### src/rtl/wb_m_pkg_hdl.sv
// Shared types for the Wishbone classic-cycle command engine:
// response status codes and the engine state encoding.
package wb_m_pkg_hdl;

   typedef enum logic [1:0] {
      WB_M_OK      = 2'd0,
      WB_M_ERR     = 2'd1,
      WB_M_TIMEOUT = 2'd2
   } wb_m_status_e;

   typedef enum logic [1:0] {
      IDLE = 2'd0,
      BUS  = 2'd1,
      RESP = 2'd2
   } wb_m_eng_state_e;

endpackage

### src/rtl/wb_m_cmd_engine.sv
// Wishbone B3 classic-cycle master: one bus cycle per accepted command,
// terminated by ack, err or timeout, answered with a tagged response.
module wb_m_cmd_engine
   import wb_m_pkg_hdl::*;
#(
   parameter int ADDR_WIDTH     = 32,
   parameter int DATA_WIDTH     = 16,
   parameter int TIMEOUT_CYCLES = 16
) (
   input  logic                    clk_i,
   input  logic                    rst_i,
   input  logic                    cmd_valid,
   output logic                    cmd_ready,
   input  logic                    cmd_we,
   input  logic [ADDR_WIDTH-1:0]   cmd_addr,
   input  logic [DATA_WIDTH-1:0]   cmd_wdata,
   input  logic [DATA_WIDTH/8-1:0] cmd_sel,
   output logic                    rsp_valid,
   input  logic                    rsp_ready,
   output logic [DATA_WIDTH-1:0]   rsp_rdata,
   output wb_m_status_e            rsp_status,
   output logic                    cyc_o,
   output logic                    stb_o,
   output logic                    we_o,
   output logic [ADDR_WIDTH-1:0]   adr_o,
   output logic [DATA_WIDTH-1:0]   dat_o,
   output logic [DATA_WIDTH/8-1:0] sel_o,
   input  logic [DATA_WIDTH-1:0]   dat_i,
   input  logic                    ack_i,
   input  logic                    err_i,
   output logic                    busy
);

   localparam int SEL_WIDTH = DATA_WIDTH / 8;
   localparam int CNT_WIDTH = $clog2(TIMEOUT_CYCLES + 1);
   localparam logic [CNT_WIDTH-1:0] CNT_LAST = CNT_WIDTH'(TIMEOUT_CYCLES - 1);
   localparam logic [CNT_WIDTH-1:0] CNT_ONE  = CNT_WIDTH'(1);

   wb_m_eng_state_e       r_state,       w_state_next;
   logic [CNT_WIDTH-1:0]  r_cnt,         w_cnt_next;
   logic                  r_cmd_ready,   w_cmd_ready_next;
   logic                  r_busy,        w_busy_next;
   logic                  r_cyc,         w_cyc_next;
   logic                  r_we,          w_we_next;
   logic [ADDR_WIDTH-1:0] r_adr,         w_adr_next;
   logic [DATA_WIDTH-1:0] r_dat,         w_dat_next;
   logic [SEL_WIDTH-1:0]  r_sel,         w_sel_next;
   logic                  r_rsp_valid,   w_rsp_valid_next;
   logic [DATA_WIDTH-1:0] r_rsp_rdata,   w_rsp_rdata_next;
   wb_m_status_e          r_rsp_status,  w_rsp_status_next;

   always_ff @(posedge clk_i) begin
      if (rst_i) begin
         r_state      <= IDLE;
         r_cnt        <= '0;
         r_cmd_ready  <= 1'b1;
         r_busy       <= 1'b0;
         r_cyc        <= 1'b0;
         r_we         <= 1'b0;
         r_adr        <= '0;
         r_dat        <= '0;
         r_sel        <= '0;
         r_rsp_valid  <= 1'b0;
         r_rsp_rdata  <= '0;
         r_rsp_status <= WB_M_OK;
      end else begin
         r_state      <= w_state_next;
         r_cnt        <= w_cnt_next;
         r_cmd_ready  <= w_cmd_ready_next;
         r_busy       <= w_busy_next;
         r_cyc        <= w_cyc_next;
         r_we         <= w_we_next;
         r_adr        <= w_adr_next;
         r_dat        <= w_dat_next;
         r_sel        <= w_sel_next;
         r_rsp_valid  <= w_rsp_valid_next;
         r_rsp_rdata  <= w_rsp_rdata_next;
         r_rsp_status <= w_rsp_status_next;
      end
   end

   always_comb begin
      w_state_next      = r_state;
      w_cnt_next        = r_cnt;
      w_cmd_ready_next  = r_cmd_ready;
      w_busy_next       = r_busy;
      w_cyc_next        = r_cyc;
      w_we_next         = r_we;
      w_adr_next        = r_adr;
      w_dat_next        = r_dat;
      w_sel_next        = r_sel;
      w_rsp_valid_next  = r_rsp_valid;
      w_rsp_rdata_next  = r_rsp_rdata;
      w_rsp_status_next = r_rsp_status;

      case (r_state)
         IDLE: begin
            if (cmd_valid && r_cmd_ready) begin
               w_state_next     = BUS;
               w_cnt_next       = '0;
               w_cmd_ready_next = 1'b0;
               w_busy_next      = 1'b1;
               w_cyc_next       = 1'b1;
               w_we_next        = cmd_we;
               w_adr_next       = cmd_addr;
               w_dat_next       = cmd_we ? cmd_wdata : '0;
               w_sel_next       = cmd_sel;
            end
         end
         BUS: begin
            // err outranks ack, and either outranks a timeout in the same cycle
            if (err_i || ack_i || (r_cnt == CNT_LAST)) begin
               w_state_next     = RESP;
               w_cyc_next       = 1'b0;
               w_rsp_valid_next = 1'b1;
               w_rsp_rdata_next = '0;
               if (err_i) begin
                  w_rsp_status_next = WB_M_ERR;
               end else if (ack_i) begin
                  w_rsp_status_next = WB_M_OK;
                  w_rsp_rdata_next  = r_we ? '0 : dat_i;
               end else begin
                  w_rsp_status_next = WB_M_TIMEOUT;
               end
            end else begin
               w_cnt_next = r_cnt + CNT_ONE;
            end
         end
         RESP: begin
            if (rsp_ready) begin
               w_state_next     = IDLE;
               w_rsp_valid_next = 1'b0;
               w_cmd_ready_next = 1'b1;
               w_busy_next      = 1'b0;
            end
         end
         default: begin
            w_state_next     = IDLE;
            w_cmd_ready_next = 1'b1;
            w_busy_next      = 1'b0;
            w_cyc_next       = 1'b0;
            w_rsp_valid_next = 1'b0;
         end
      endcase
   end

   assign cmd_ready  = r_cmd_ready;
   assign busy       = r_busy;
   assign cyc_o      = r_cyc;
   assign stb_o      = r_cyc;
   assign we_o       = r_we;
   assign adr_o      = r_adr;
   assign dat_o      = r_dat;
   assign sel_o      = r_sel;
   assign rsp_valid  = r_rsp_valid;
   assign rsp_rdata  = r_rsp_rdata;
   assign rsp_status = r_rsp_status;

endmodule

### config.mk
export PLATFORM = sky130hd
export DESIGN_NAME = wb_m_cmd_engine
export DESIGN_NICKNAME = d
export VERILOG_FILES = /design/src/rtl/wb_m_pkg_hdl.sv /design/src/rtl/wb_m_cmd_engine.sv
export SDC_FILE = /design/constraint.sdc
export NUM_CORES = 1
export LEC_CHECK = 0
export CAP_MARGIN = 20
export CORE_MARGIN = 10
export CORE_UTILIZATION = 40
export CTS_CLUSTER_DIAMETER = 50
export DETAILED_ROUTE_END_ITERATION = 6
export PLACE_DENSITY_LB_ADDON = 0.15
export SETUP_SLACK_MARGIN = 0.1
export SYNTH_ARGS = -nofsm -noshare
export SYNTH_HDL_FRONTEND = slang
export SYNTH_SLANG_ARGS = --single-unit
### constraint.sdc
create_clock -name clk_i -period 2.5 [get_ports clk_i]
set_input_delay 0.5 -clock clk_i [delete_from_list [all_inputs] [get_ports clk_i]]
set_output_delay 0.5 -clock clk_i [all_outputs]
set_load 0.1 [all_outputs]
==> impl_metrics.yaml, run 1 <==
logic_synthesis:
  synth_top_area_cell: "dfxtp_1"
  synth_ff_type: "dfxtp_1"
  ys_types: 34
  synthCells: 371
  yosys-top-cells-area: "dfxtp_1, a21oi_1, nand2_1"
  async_reset_ff_frac: 0
  yosysTopAreaCellShare: 0.532
  synth_edf_count: 0
  yosysWarnings: 0
  synth_nets: 446
  syn_area_per_cell_um2: 8.12
  synth-seq-cells: 80
  syn_area_um2: 3010
  yosysSeqAreaShare: 0.532
power:
  pwr-share-comb: 0.294
  power_frac_seq: 0.385
  pwr-share-clk: 0.321
  p_leak_nw: 1.82
  p_total_mw: 3.65
  switching_share: 0.354
  power.internal_mw: 2.36
  power_switching_mw: 1.29
  ir_drop_mv: 0.452
  powerDensity_nw_per_um2: 784
route:
  antenna_left: 0
  via_per_inst: 5.03
  dr_total_vias: 3056
  drc: 0
  wl_per_cell_um: 15.4
  drt_iter0_drc: 127
  drt-total-wl_um: 9360
  dr.pass1.iters: 4
timing:
  fin_crit_sh: 0.853
  drv_slew: 0
  fmax_ghz: 0.469
  finalSetupTns_ps: 0
  worstMarginPinSlew_ps: 838
  hold_viol_final: 0
  fin_crit_ps: 2130
  setup_viol: 0
  slew_headroom: 0.441
  rsz0062_at_grt: "no"
  finClkSkew_ps: 8.44
  fin_hold_ws_ps: 453
global_route:
  grt_usage: 0.157
  grt_max_degree: 53
  grt_overflow: 0
  grt_first_pass_wirelength_um: 14900
  antenna_found_initial: 0
  grt_pass1_vias: 2943
cts:
  clock-root-buffer: "clkbuf_8"
  ctsHoldBuffers: 0
  cts_tree: "yes"
  clockBufferDepth: 2
  cts_setup_buffers: 0
  clkTransAtPathRegs_ps: 80
  cts_inserted_buffers: 9
  cts_resized: 0
  clock_latency_ps: 340
  cts_sinks: 80
  cts_htree_levels: 3
cells_and_area:
  antenna_cells: 0
  fillCellCount: 642
  design_area_um2: 4650
  fin_util: 0.638
  area_growth_pct: 54.5
  nets: 579
  drive_above_1_share: 0.206
setup_path:
  worst_setup_path_start_kind: "flop"
  crit_fanout: 10
  worstSetupPathType: "reg -> reg"
  max_stage_delay_ps: 470
  cp_slowest_cell: "a211oi_1"
  r2r_start: "r_cnt[0]"
  crit_arrival_ps: 2310
  reg2reg_depth: 6
  required_ps: 2680
  path_buf_inv: 0
  path_delay_family: "simple AND/OR/NAND/NOR gates"
  end_kind: "flop"
  r2r_slack_ps: 370
  timing.rr.end: "r_cnt[0]"
  path_cells: "ha_1 > and3_1 > ha_1 > or3_1 > a211oi_1 > a211oi_1"
floorplanning:
  fp.dieH_um: 107
  dieArea_um2: 11400
  fp.coreArea_um2: 7290
  rows: 31
  die_w_um: 107
  ioPinCount: 147
  initial_utilization: 0.413
placement:
  numPortBuffers: 146
  gp_congestion: 0.757
  dp_hpwl_um: 6700
  dpl_cell_area_um2: 4400
run_status:
  status: "finished clean"
hold_path:
  hold_start: "dat_o[8]"
  whs_path_depth: 2
  holdCritPathClass: "reg -> reg"
  min_to: "dat_o[8]"
run:
  cap_violations: 0
## power groups by stage
| stage | Sequential (mW) | Combinational [mW] | Clock [mW] |
|---|---|---|---|
| 2_1_floorplan | 1.95 | 0.244 | 0 |
| 3_3_place_gp | 1.43 | 1.07 | 0 |
| 3_5_place_dp | 1.43 | 1.08 | 0 |
| 4_1_cts | 1.41 | 1.08 | 1.21 |
| 5_1_grt | 1.42 | 1.13 | 1.27 |
| 6_report | 1.41 | 1.07 | 1.17 |
## worst max path at each step
stage / end / slack, ps / cells past startpoint / startpoint
5_1_grt: r_cnt[0] / 190 / 6 / r_cnt[0]
6_report: r_cnt[0] / 370 / 6 / r_cnt[0]
3_5_place_dp: r_cnt[0] / 240 / 4 / ack_i
4_1_cts: r_cnt[0] / 350 / 6 / r_cnt[0]
2_1_floorplan: dat_o[4] / 420 / 5 / cmd_ready
3_3_place_gp: r_cnt[0] / 290 / 4 / ack_i
## through the flow
step / worst slack (ps) / instances
final: 367 / 608
after floorplan: 418 / 371
after global routing: 192 / 608
after global placement: 289 / 592
after CTS: 351 / 608
after detailed placement: 238 / 592
## worst reg2reg max path, stage by stage, from the launching register on
cell and delay, ps:
dfxtp_1 340, ha_1 210, and3_1 180, ha_1 180
or3_1 460, a211oi_1 470, a211oi_1 140
## logic make-up after synthesis
group | share of synthesized area
simple gates | 0.225
buf+inv | 0.0473
flops | 0.532
compound gates | 0.185
mux | 0.00332
fa+ha+maj | 0.00830
## per-layer routing
layer	GRT usage	part of all wire
met1	0.182	0.41
met2	0.244	0.48
met3	0.0725	0.092
met4	0.0658	0.015
met5	0	0
## registers in the layout (all words and copies together), names as in the netlist, 2 cells and up
name and cells:
r_state 2, sel_o 2, rsp_rdata 16, dat_o 16
r_cnt 5, adr_o 32, rsp_status 2
## final cells by class
class / instances / area [um2] / share of cell area
flip-flops and latches: 80 / 1600 / 0.344
repair buffers: 157 / 1380 / 0.296
multi-input cells: 254 / 1290 / 0.277
clock buffers: 11 / 151 / 0.0325
well taps: 99 / 124 / 0.0266
clock inverters: 5 / 103 / 0.0220
inverters: 2 / 7.51 / 0.00161
## cell usage in the layout (no fill, tap or decap)
| master | n |
|---|---|
| nand2_1 | 88 |
| buf_4 | 83 |
| dfxtp_1 | 80 |
| a21oi_1 | 75 |
| clkdlybuf4s50_1 | 71 |
| o21ai_0 | 18 |
| nand3_1 | 17 |
| nand4_1 | 16 |
| clkbuf_8 | 11 |
| nor2_1 | 6 |
| nor3_1 | 4 |
| nand2b_1 | 3 |
| bufinv_16 | 3 |
| inv_1 | 2 |
| or4_1 | 2 |
| nand3b_1 | 2 |
| a211oi_1 | 2 |
| o31ai_1 | 2 |
| o21bai_1 | 2 |
| ha_1 | 2 |
| buf_12 | 2 |
| and3_1 | 1 |
| nand4bb_2 | 1 |
| nor4bb_4 | 1 |
| or3_1 | 1 |
| o311ai_0 | 1 |
| nor2b_1 | 1 |
| nor3b_2 | 1 |
| mux2i_1 | 1 |
| a2111oi_0 | 1 |
| o211ai_1 | 1 |
| a31oi_1 | 1 |
| nand4b_1 | 1 |
| and3b_1 | 1 |
| a22oi_1 | 1 |
| o21a_1 | 1 |
| clkinvlp_4 | 1 |
| clkinv_2 | 1 |
| buf_2 | 1 |
## Yosys cell counts (3+ instances only)
master	count
nor2_1	6
clkbuf_1	33
nand3_1	17
nand4_1	16
o21ai_0	18
nor3_1	4
nand2_1	88
a21oi_1	75
nand2b_1	3
dfxtp_1	80
No activity file was read; power rests on OpenSTA's default activity.
==> run 2: changes to the inputs <==
Settings changed: CORE_UTILIZATION 40 to 36.
Clock period 2.5 ns to 1.84 ns, I/O delays scaled along.
==> run 2 against run 1 <==
Against the previous run:
- the flow now finishes with violations (negative setup slack)
- register-to-register slack lost 400 ps
- power up 33%
- clock-buffer cell count decreased by 1
- die area increased by 9.0%
- final area is 22% higher
- global-route usage is 0.15 points higher
- utilization grew 5.7 points
- final cell count grew 2.5%
- first-iteration DRC count is 12% higher
- worst setup slack worse by 400 ps
- maximum frequency rose by 14%
- wire length grew 6.8%
- critical endpoint is now r_cnt[2]
- highest routed layer unchanged
==> impl_metrics.yaml, run 2 (same netlist as run 1, synthesis figures left out) <==
timing:
  hold_viol_final: 0
  worstMarginPinSlew_ps: 701
  fin_crit_ps: 1870
  drv_slew: 0
  worst_slack_ps: -28.0
  fin_crit_sh: 1.02
  setup_viol: 2
  fmax_ghz: 0.535
  finClkSkew_ps: 5.92
  rsz0062_at_grt: "yes"
  slew_headroom: 0.533
setup_path:
  path_delay_family: "simple AND/OR/NAND/NOR gates"
  end_kind: "flop"
  cp_slowest_cell: "or4_4"
  required_ps: 2110
  worstSetupPathType: "reg -> reg"
  crit_top_cell: "ha_4"
  reg2reg_depth: 6
  path_buf_inv: 0
  worst_setup_path_start_kind: "flop"
  crit_arrival_ps: 2140
  timing.rr.end: "r_cnt[2]"
  path_cells: "ha_4 > and3_4 > ha_4 > or3_4 > or4_4 > a21oi_2"
  r2r_start: "r_cnt[1]"
  crit_fanout: 6
  max_stage_delay_ps: 490
  r2r_slack_ps: -30
power:
  ir_drop_mv: 0.548
  pwr-share-clk: 0.234
  p_total_mw: 4.86
  p_leak_nw: 2.07
  power_frac_seq: 0.406
  power.internal_mw: 3.03
  power_switching_mw: 1.83
  pwr-share-comb: 0.361
  powerDensity_nw_per_um2: 854
  switching_share: 0.377
cells_and_area:
  nets: 588
  final_cell_mix: "nand2_1, buf_12, dfxtp_1, a21oi_1, clkdlybuf4s50_1"
  finalNonFillerCells: 623
  antenna_cells: 0
  area_growth_pct: 88.7
  layout_commonest_cell: "nand2_1"
  largest_register_ffs: 32
  drive_above_1_share: 0.253
hold_path:
  hold_start: "dat_o[15]"
  min_to: "dat_o[15]"
  holdCritPathClass: "reg -> reg"
  whs_path_depth: 2
cts:
  clock-root-buffer: "clkbuf_8"
  clockBufferDepth: 2
  cts_tree: "yes"
  cts_htree_levels: 3
  cts_inserted_buffers: 9
  cts_sinks: 80
  clkTransAtPathRegs_ps: 70
  clock_latency_ps: 340
floorplanning:
  ioPinCount: 147
  fp.dieH_um: 111
  fp.coreArea_um2: 8180
  rows: 33
  dieArea_um2: 12400
  initial_utilization: 0.369
  die_w_um: 111
global_route:
  antenna_found_initial: 0
  grt_first_pass_wirelength_um: 16400
  grt_overflow: 0
  grt_usage: 0.158
  grt_pass1_vias: 3182
  grt_max_degree: 52
route:
  dr_total_vias: 3096
  drc: 0
  drt-total-wl_um: 10000
  via_per_inst: 4.97
  drt_iter0_drc: 142
  antenna_left: 0
  dr.pass1.iters: 4
  wl_per_cell_um: 16.0
run:
  cap_violations: 0
run_status:
  status: "finished, violations left"
  failed_checks: "negative setup slack"
placement:
  numPortBuffers: 146
  dp.cells: 607
  dp_hpwl_um: 7390
  gp_congestion: 0.757
[run 2: what timing repair did]
action	in CTS	in global routing
hold buffers	0	0
pin swaps	3	0
resized for setup	7	4
setup buffers	0	0
endpoints found under the setup margin	26	26
[run 2: cell type report]
cell class,instances,area [um2]
inverter,2,7.51
multi-input combinational,254,1380
tap,105,131
timing repair buffer,166,2390
fill,607,2490
clock buffer,10,138
sequential,80,1610
clock inverter,6,35.0
[run 2: metal layers]
| metal | track usage | vias to the layer above | routed length, um |
|---|---|---|---|
| met5 | 0 | - | 0 |
| met4 | 0.0548 | 0 | 110 |
| met3 | 0.0853 | 10 | 1160 |
| met2 | 0.269 | 106 | 5000 |
| met1 | 0.162 | 1415 | 3730 |
| li1 | - | 1565 | - |
[run 2: stage by stage]
step | utilization | hold slack [ps] | setup WS (ps) | setup TNS [ps] | area (um2)
3_3_place_gp | 0.667 | 476 | -108 | -274 | 5460
3_5_place_dp | 0.667 | 481 | -165 | -914 | 5460
5_1_grt | 0.696 | 509 | -81.8 | -245 | 5690
6_report | 0.696 | 490 | -28.0 | -51.5 | 5690
4_1_cts | 0.694 | 491 | -27.2 | -45.1 | 5670
2_1_floorplan | - | 429 | -91.3 | -295 | 3070
[run 2: power groups by stage]
stage / logic [mW] / clock network [mW] / registers [mW]
2_1_floorplan: 0.344 / 0 / 2.65
3_3_place_gp: 1.74 / 0 / 2.00
3_5_place_dp: 1.75 / 0 / 2.01
4_1_cts: 1.77 / 1.18 / 1.97
5_1_grt: 1.84 / 1.23 / 1.99
6_report: 1.75 / 1.13 / 1.97
[run 2: worst max path at each step]
stage	slack (ps)	start	to	cells after the start
global route	-80	r_cnt[1]	r_cnt[2]	6
global placement	-110	err_i	r_cnt[2]	4
floorplan	-90	r_cnt[1]	r_cnt[2]	7
finish	-30	r_cnt[1]	r_cnt[2]	6
detailed placement	-160	err_i	r_cnt[3]	4
CTS	-30	r_cnt[1]	r_cnt[2]	6
[run 2: worst min-delay path, cell delays in order (launching register included)]
cell and delay (ps):
dfxtp_1 340, nand2_1 60, a21oi_1 50
==> run 3: changes to the inputs <==
Settings changed: SKIP_CTS_REPAIR_TIMING set to 1.
==> run 3 against run 2 <==
Against the previous run:
- clock power about the same
- critical path depth unchanged
- flip-flop and latch count unchanged
- the flow still finishes with violations (negative setup slack)
- maximum frequency up 0.24%
- hold slack about the same
- largest power group unchanged
- register-to-register slack about the same
- final cell count unchanged
- wire length up 0.51%
- largest cell class unchanged
- clock-buffer cell count unchanged
- sequential power about the same
- utilization down 0.26 points
- first-iteration DRC count down 11%
- highest routed layer unchanged
==> impl_metrics.yaml, run 3 (same netlist as run 1, synthesis figures left out) <==
global_route:
  antenna_found_initial: 0
  grt_max_degree: 52
  grt_pass1_vias: 3178
  grt_usage: 0.157
  grt_first_pass_wirelength_um: 16400
  grt_overflow: 0
run_status:
  status: "finished, violations left"
  failed_checks: "negative setup slack"
hold_path:
  min_to: "dat_o[1]"
  hold_start: "dat_o[1]"
  whs_path_depth: 2
  holdCritPathClass: "reg -> reg"
cells_and_area:
  ff_latch_area_um2: 1610
  antenna_cells: 0
  final_cell_mix: "nand2_1, buf_12, dfxtp_1, a21oi_1, clkdlybuf4s50_1"
  multi_input_area_um2: 1360
  design_area_um2: 5670
  nets: 588
  fillCellCount: 610
  drive_above_1_share: 0.251
  area_growth_pct: 88.0
  largest_register_ffs: 32
  layout_commonest_cell: "nand2_1"
cts:
  cts_inserted_buffers: 9
  cts_tree: "yes"
  clkTransAtPathRegs_ps: 80
  cts_sinks: 80
  cts_htree_levels: 3
  clock-root-buffer: "clkbuf_8"
  clockBufferDepth: 2
  clock_latency_ps: 350
power:
  p_leak_nw: 2.07
  ir_drop_mv: 0.550
  p_total_mw: 4.86
  powerDensity_nw_per_um2: 857
setup_path:
  worst_setup_path_start_kind: "flop"
  r2r_slack_ps: -20
  r2r_start: "r_cnt[1]"
  required_ps: 2110
  end_kind: "flop"
  crit_arrival_ps: 2130
  crit_fanout: 6
  reg2reg_depth: 6
  worstSetupPathType: "reg -> reg"
  timing.rr.end: "r_cnt[3]"
floorplanning:
  rows: 33
  initial_utilization: 0.369
  ioPinCount: 147
  fp.coreArea_um2: 8180
  fp.dieH_um: 111
  dieArea_um2: 12400
  die_w_um: 111
timing:
  drv_slew: 0
  fin_crit_ps: 1860
  hold_viol_final: 0
  worstMarginPinSlew_ps: 678
  worst_slack_ps: -23.5
  finalSetupTns_ps: -59.3
  fin_hold_ws_ps: 490
  slew_headroom: 0.548
  fin_crit_sh: 1.01
  rsz0062_at_grt: "yes"
  finClkSkew_ps: 6.41
  fmax_ghz: 0.537
  setup_viol: 3
route:
  via_per_inst: 4.96
  drt-total-wl_um: 10100
  drt_iter0_drc: 126
  drc: 0
  wl_per_cell_um: 16.1
  dr_total_vias: 3090
  antenna_left: 0
  dr.pass1.iters: 4
placement:
  gp_congestion: 0.757
  dpl_cell_area_um2: 5460
  pre_cts_ws_ps: -165
  numPortBuffers: 146
  dp_hpwl_um: 7390
run:
  cap_violations: 0
[run 3: critical path, cell delays in order, from the launching register on]
cell	delay [ps]
dfxtp_2	340
ha_4	160
and3_4	180
ha_4	150
or3_4	370
or4_4	440
a31oi_1	160
[run 3: layout make-up]
type                       count  area share
clock inverter                 6     0.00618
sequential                    80       0.284
multi-input combinational    254       0.240
clock buffer                  10      0.0243
inverter                       2     0.00133
timing repair buffer         166       0.422
tap                          105      0.0232
[run 3: metal layers]
layer / part of all wire / wire length (um) / up-vias / track usage
met4: 0.014 / 138 / 0 / 0.0548
met3: 0.11 / 1150 / 12 / 0.0853
met2: 0.50 / 4990 / 103 / 0.266
met5: 0 / 0 / - / 0
li1: - / - / 1563 / -
met1: 0.38 / 3770 / 1412 / 0.161
[run 3: how the worst max path moves through the flow]
stage / cells past startpoint / slack (ps) / to / startpoint
4_1_cts: 6 / -170 / r_cnt[3] / r_cnt[1]
6_report: 6 / -20 / r_cnt[3] / r_cnt[1]
3_5_place_dp: 4 / -160 / r_cnt[3] / err_i
3_3_place_gp: 4 / -110 / r_cnt[2] / err_i
5_1_grt: 6 / -80 / r_cnt[2] / r_cnt[1]
2_1_floorplan: 7 / -90 / r_cnt[2] / r_cnt[1]
[run 3: where the power goes]
group / switching [mW] / internal (mW) / total, mW / leakage [nW]
clock network: 0.626 / 0.517 / 1.14 / 0.0878
registers: 0.131 / 1.84 / 1.97 / 0.653
logic: 1.08 / 0.667 / 1.75 / 1.32
total: 1.84 / 3.02 / 4.86 / 2.07
[run 3: through the flow]
| step | util | instances |
|---|---|---|
| final | 0.693 | 623 |
| after global routing | 0.693 | 623 |
| after CTS | 0.689 | 623 |
| after detailed placement | 0.667 | 607 |
| after global placement | 0.667 | 607 |
| after floorplan | - | 371 |
